File: config.mk
export PLATFORM = sky130hd
export DESIGN_NAME = fir_stream_sequencer
export DESIGN_NICKNAME = d
export VERILOG_FILES = /design/src/rtl/fir_stream_sequencer.sv
export SDC_FILE = /design/constraint.sdc
export NUM_CORES = 1
export LEC_CHECK = 0
export CAP_MARGIN = 25
export CELL_PAD_IN_SITES_DETAIL_PLACEMENT = 0
export CELL_PAD_IN_SITES_GLOBAL_PLACEMENT = 1
export CORE_ASPECT_RATIO = 1.1
export CORE_MARGIN = 1
export CORE_UTILIZATION = 40
export DETAILED_ROUTE_END_ITERATION = 7
export GPL_ROUTABILITY_DRIVEN = 0
export GPL_TIMING_DRIVEN = 0
export PLACE_DENSITY_LB_ADDON = 0.3
export SLEW_MARGIN = 40
export SYNTH_ARGS = -nofsm -noshare
export SYNTH_HDL_FRONTEND = slang
export SYNTH_SLANG_ARGS = --single-unit
File: constraint.sdc
create_clock -name clk -period 3.15 [get_ports clk]
set_input_delay 0.4725 -clock clk [delete_from_list [all_inputs] [get_ports clk]]
set_output_delay 0.4725 -clock clk [all_outputs]
set_load 0.01 [all_outputs]
File: src/rtl/fir_stream_sequencer.sv
// Buffers source samples in a small FIFO, drives them one at a time into the FIR core's
// level/edge handshake, and returns each result on a valid/ready stream tagged with a frame-last flag.
module fir_stream_sequencer #(
  parameter int IN_WIDTH   = 16,
  parameter int OUT_WIDTH  = 38,
  parameter int FIFO_DEPTH = 4,
  parameter int FRAME_LEN  = 15000,
  parameter int TIMEOUT    = 1023
) (
  input  logic                 clk,
  input  logic                 rst,
  input  logic [IN_WIDTH-1:0]  in_data,
  input  logic                 in_valid,
  output logic                 in_ready,
  output logic [OUT_WIDTH-1:0] out_data,
  output logic                 out_valid,
  input  logic                 out_ready,
  output logic                 out_last,
  output logic [IN_WIDTH-1:0]  fir_in,
  output logic                 fir_in_valid,
  input  logic [OUT_WIDTH-1:0] fir_out,
  input  logic                 fir_out_valid,
  output logic                 busy,
  output logic                 err_timeout
);

  localparam int AW = $clog2(FIFO_DEPTH);
  localparam int TW = $clog2(TIMEOUT + 1);
  localparam int FW = $clog2(FRAME_LEN + 1);
  localparam logic [AW:0]   FULL_COUNT = (AW + 1)'(FIFO_DEPTH);
  localparam logic [TW-1:0] TIMER_MAX  = TW'(TIMEOUT);
  localparam logic [FW-1:0] FRAME_END  = FW'(FRAME_LEN - 1);

  typedef enum logic [1:0] {IDLE, ISSUE, GAP} state_t;

  state_t              state;
  logic [IN_WIDTH-1:0] mem [FIFO_DEPTH];
  logic [AW-1:0]       wr_ptr;
  logic [AW-1:0]       rd_ptr;
  logic [AW:0]         count;
  logic [TW-1:0]       timer;
  logic [FW-1:0]       frame_cnt;
  logic                prev_fov;

  logic full;
  logic empty;
  logic push;
  logic pop;
  logic rise;

  assign full     = (count == FULL_COUNT);
  assign empty    = (count == '0);
  assign in_ready = !full;
  assign push     = in_valid && !full;
  // A sample only leaves the FIFO when the single output register is free.
  assign pop      = (state == IDLE) && !empty && !out_valid;
  assign rise     = fir_out_valid && !prev_fov;
  assign busy     = !empty || (state != IDLE) || out_valid;

  always_ff @(posedge clk) begin
    if (push) mem[wr_ptr] <= in_data;
  end

  always_ff @(posedge clk) begin
    if (rst) begin
      state        <= IDLE;
      wr_ptr       <= '0;
      rd_ptr       <= '0;
      count        <= '0;
      timer        <= '0;
      frame_cnt    <= '0;
      prev_fov     <= 1'b0;
      fir_in       <= '0;
      fir_in_valid <= 1'b0;
      out_data     <= '0;
      out_valid    <= 1'b0;
      out_last     <= 1'b0;
      err_timeout  <= 1'b0;
    end else begin
      prev_fov <= fir_out_valid;
      if (push) wr_ptr <= wr_ptr + AW'(1);
      if (pop)  rd_ptr <= rd_ptr + AW'(1);
      case ({push, pop})
        2'b10:   count <= count + (AW + 1)'(1);
        2'b01:   count <= count - (AW + 1)'(1);
        default: ;
      endcase

      if (out_valid && out_ready) begin
        out_valid <= 1'b0;
        out_last  <= 1'b0;
      end

      case (state)
        IDLE: begin
          if (pop) begin
            fir_in       <= mem[rd_ptr];
            fir_in_valid <= 1'b1;
            timer        <= '0;
            state        <= ISSUE;
          end
        end
        ISSUE: begin
          timer <= timer + TW'(1);
          // A result arriving on the final timer cycle still wins over the timeout.
          if (rise) begin
            out_data     <= fir_out;
            out_valid    <= 1'b1;
            out_last     <= (frame_cnt == FRAME_END);
            frame_cnt    <= (frame_cnt == FRAME_END) ? '0 : frame_cnt + FW'(1);
            fir_in_valid <= 1'b0;
            state        <= GAP;
          end else if (timer == TIMER_MAX) begin
            fir_in_valid <= 1'b0;
            err_timeout  <= 1'b1;
            state        <= GAP;
          end
        end
        GAP: begin
          if (!fir_out_valid) state <= IDLE;
        end
        default: state <= IDLE;
      endcase
    end
  end

endmodule

==> results.toml <==
[placed_design]
hpwl_mm = 9.25
port-buffer-count = 117
dpl_cell_area_um2 = 7440
dp_cells = 846

[cts]
cts_sinks = 156
h-tree-depth = 4
cts_tree = "done"
cts_buffers = 17
cts_resized = 0
clockBufferDepth = 2
cts_hold_buf = 0
clk_pin_slew_ps = 60
cts_setup_buffers = 0
clk_latency_ps = 420
cts_root_buf = "clkbuf_16"

[synthesis]
ys_ff_latch = 156
synthFlopType = "dfxtp_1"
yosysWarnings = 0
synth_most_common_cell = "nand2_1"
ys_types = 51
async_reset_ff_share_pct = 0
postSynthAreaPerCell_um2 = 11.2
netlist_instances = 537
yosys.area.top_type = "edfxtp_1"
yosysSeqAreaShare_pct = 62.4
synthTopCellsByArea = "edfxtp_1 32%, dfxtp_1 31%, nand2_1 7.5%"
post_synth_instance_area_um2 = 6030
syn_nets = 604
synth_top_area_share_pct = 31.9
synth-edff-count = 64
netlist_top_cells_count = "121 x nand2_1, 92 x dfxtp_1, 70 x a21oi_1"

[floorplan]
die_h_um = 131
initial_core_util_pct = 41.4
rows = 46
num_io_pins = 119
core_area_um2 = 14600
fp.dieArea_um2 = 15600
dieWidth_um = 119

[drt]
drtIter0Drc = 209
drt-total-wl_mm = 13.4
vias_per_cell = 5.00
wl_per_cell_um = 15.2
drcViolationCount = 0
ant_nets = 0
first_pass_iters = 4
vias = 4386

[sta]
fmax_mhz = 357
drv_slew = 0
finalHoldViolCount = 0
holdWs_ps = 453
relSlewSlack_pct = 56.1
worst_pin_slew_ps = 659
clock_skew_ps = 6.52
rsz0062_at_grt = "false"
fin_crit_ps = 2800
fin_crit_sh_pct = 89.0
setup_viol = 0
timing.setup.tns_ps = 0

[pwr]
swShare_pct = 28.7
power.density_nw_per_um2 = 759
power.leakage_nw = 2.69
clkPwrFrac_pct = 34.0
switching_power_mw = 1.75
p_int_mw = 4.36
vdd_ir_drop_max_uv = 517
comb_power_share_pct = 25.4
seqPwrFrac_pct = 40.7

[worst_setup_path]
cp-start-kind = "flop"
required_ps = 3490
r2r_slack_ps = 350
crit_arrival_ps = 3150
rr_endpoint = "count[2]$_SDFFE_PP0P_"
max_stage_delay_ps = 370
crit_fanout = 10
cp_cell_sequence = "buf_2, nor3_1, nand2_1, inv_2, buf_2, ha_1, inv_1, fa_1, xor2_1, or3_1, a21oi_1"
cp_slowest_cell = "nor3_1"
path_common_cell = "buf_2"
rr_worst_depth = 11
r2r-start = "state[0]$_SDFFE_PP0P_"
crit_type = "reg -> reg"
end_kind = "flop"

[status]
status = "finished, final reports clean"

[layout]
final_area_um2 = 8050
num_antenna_cells = 0
drive_gt1_share_pct = 9.91
final_cell_count_no_fill = 878
syn_to_final_growth_pct = 33.6
nets = 740

[global_route]
overflow = 0
grt_max_degree = 17
grt_pass1_vias = 4177
track_usage_pct = 18.0
grt_use_met1_pct = 22.1
antenna_found_initial = 0
globalRouteMet3Util_pct = 3.91
busiest_layer = "met2"
grt_pass1_wl_mm = 21.3
grt_use_met2_pct = 30.9

[hold_path]
holdCritStartpoint = "out_data[17]$_SDFFE_PP0P_"
worstHoldPathCells = 2
whs_endpoint = "out_data[17]$_SDFFE_PP0P_"
min_path_type = "reg -> reg"

[flow_run]
cap_violations = 0
[worst max path at each step]
| stage | startpoint | to | depth (start not counted) |
|---|---|---|---|
| global route | state[0]$_SDFFE_PP0P_ | count[2]$_SDFFE_PP0P_ | 11 |
| finish | state[0]$_SDFFE_PP0P_ | count[2]$_SDFFE_PP0P_ | 11 |
| detailed placement | state[0]$_SDFFE_PP0P_ | count[2]$_SDFFE_PP0P_ | 11 |
| global placement | state[0]$_SDFFE_PP0P_ | count[2]$_SDFFE_PP0P_ | 11 |
| CTS | state[0]$_SDFFE_PP0P_ | count[2]$_SDFFE_PP0P_ | 11 |
| floorplan | state[0]$_SDFFE_PP0P_ | count[2]$_SDFFE_PP0P_ | 11 |
[cell type report]
type	instances	area, um2
Clock buffer	19	443
Multi-Input combinational cell	339	2090
Fill cell	1240	6510
Tap cell	192	240
Clock inverter	13	168
Timing Repair Buffer	117	1170
Inverter	12	45.0
Buffer	30	133
Sequential cell	156	3760
[power groups by stage]
stage / Combinational [mW] / Clock, mW / Sequential [mW]
after floorplan: 0.873 / 0 / 2.57
after global placement: 1.54 / 0 / 2.52
after detailed placement: 1.57 / 0 / 2.53
after CTS: 1.58 / 2.11 / 2.49
after global routing: 1.70 / 2.20 / 2.51
final: 1.55 / 2.08 / 2.49
[routing by layer]
metal,vias up,part of all wire [%]
li1,2160,-
met1,2098,43
met2,115,51
met3,13,5.1
met4,0,1.3
met5,-,0
[registers in the layout (all words and copies together), names as in the netlist]
signal and count:
out_last 1, timer 10, out_data 38, wr_ptr 2
err_timeout 1, fir_in 16, fir_in_valid 1, mem 64
prev_fov 1, frame_cnt 14, state 2, out_valid 1
count 3, rd_ptr 2
[layout by cell type, fill, tap and decap left out, types with 2 or more instances in the layout]
cell type        instances
clkbuf_16               17
xnor2_1                 12
mux4_2                  16
a22oi_1                  2
ha_1                     7
nor4_1                   5
bufinv_16                3
buf_1                    2
nand3_1                 13
or4_1                    3
clkdlybuf4s50_1        117
o21ai_0                  4
nand2_1                121
clkbuf_1                19
nor3_1                   6
and2_1                   2
buf_2                    7
a21oi_1                 70
nand4_1                  5
nor2_1                  28
nand2b_1                 5
and3_2                   4
clkinv_4                 3
nor4bb_1                 2
clkinvlp_4               5
xor2_1                   5
dfxtp_1                 92
nor2b_1                  2
inv_1                   11
buf_4                    3
edfxtp_1                64
or3_1                    4
[worst max-delay path: cells and delay by family (launching register included)]
kind	cells	cell delay (ps)
flops	1	310
fa+ha+maj	2	600
xor+xnor	1	150
buf+inv	4	690
compound gates	1	140
simple gates	3	840
[logic make-up (layout without fill, tap and decap cells)]
group           Yosys count  after routing  share of synthesized area [%]
simple gates            211            211                           16.4
flops                   156            156                           62.4
compound gates           85             85                           7.64
buf+inv                  42            191                           2.95
mux                      18             18                           6.33
xor+xnor                 17             17                           2.47
fa+ha+maj                 8              8                           1.79
[through the flow]
step / setup slack [ps] / utilization (%) / power [mW]
global route: 101 / 55.3 / 6.42
global placement: 359 / 51.1 / 4.06
detailed placement: 284 / 51.1 / 4.10
finish: 347 / 55.3 / 6.11
floorplan: 776 / - / 3.44
CTS: 276 / 55.3 / 6.18
No activity file was read; power rests on OpenSTA's default activity.
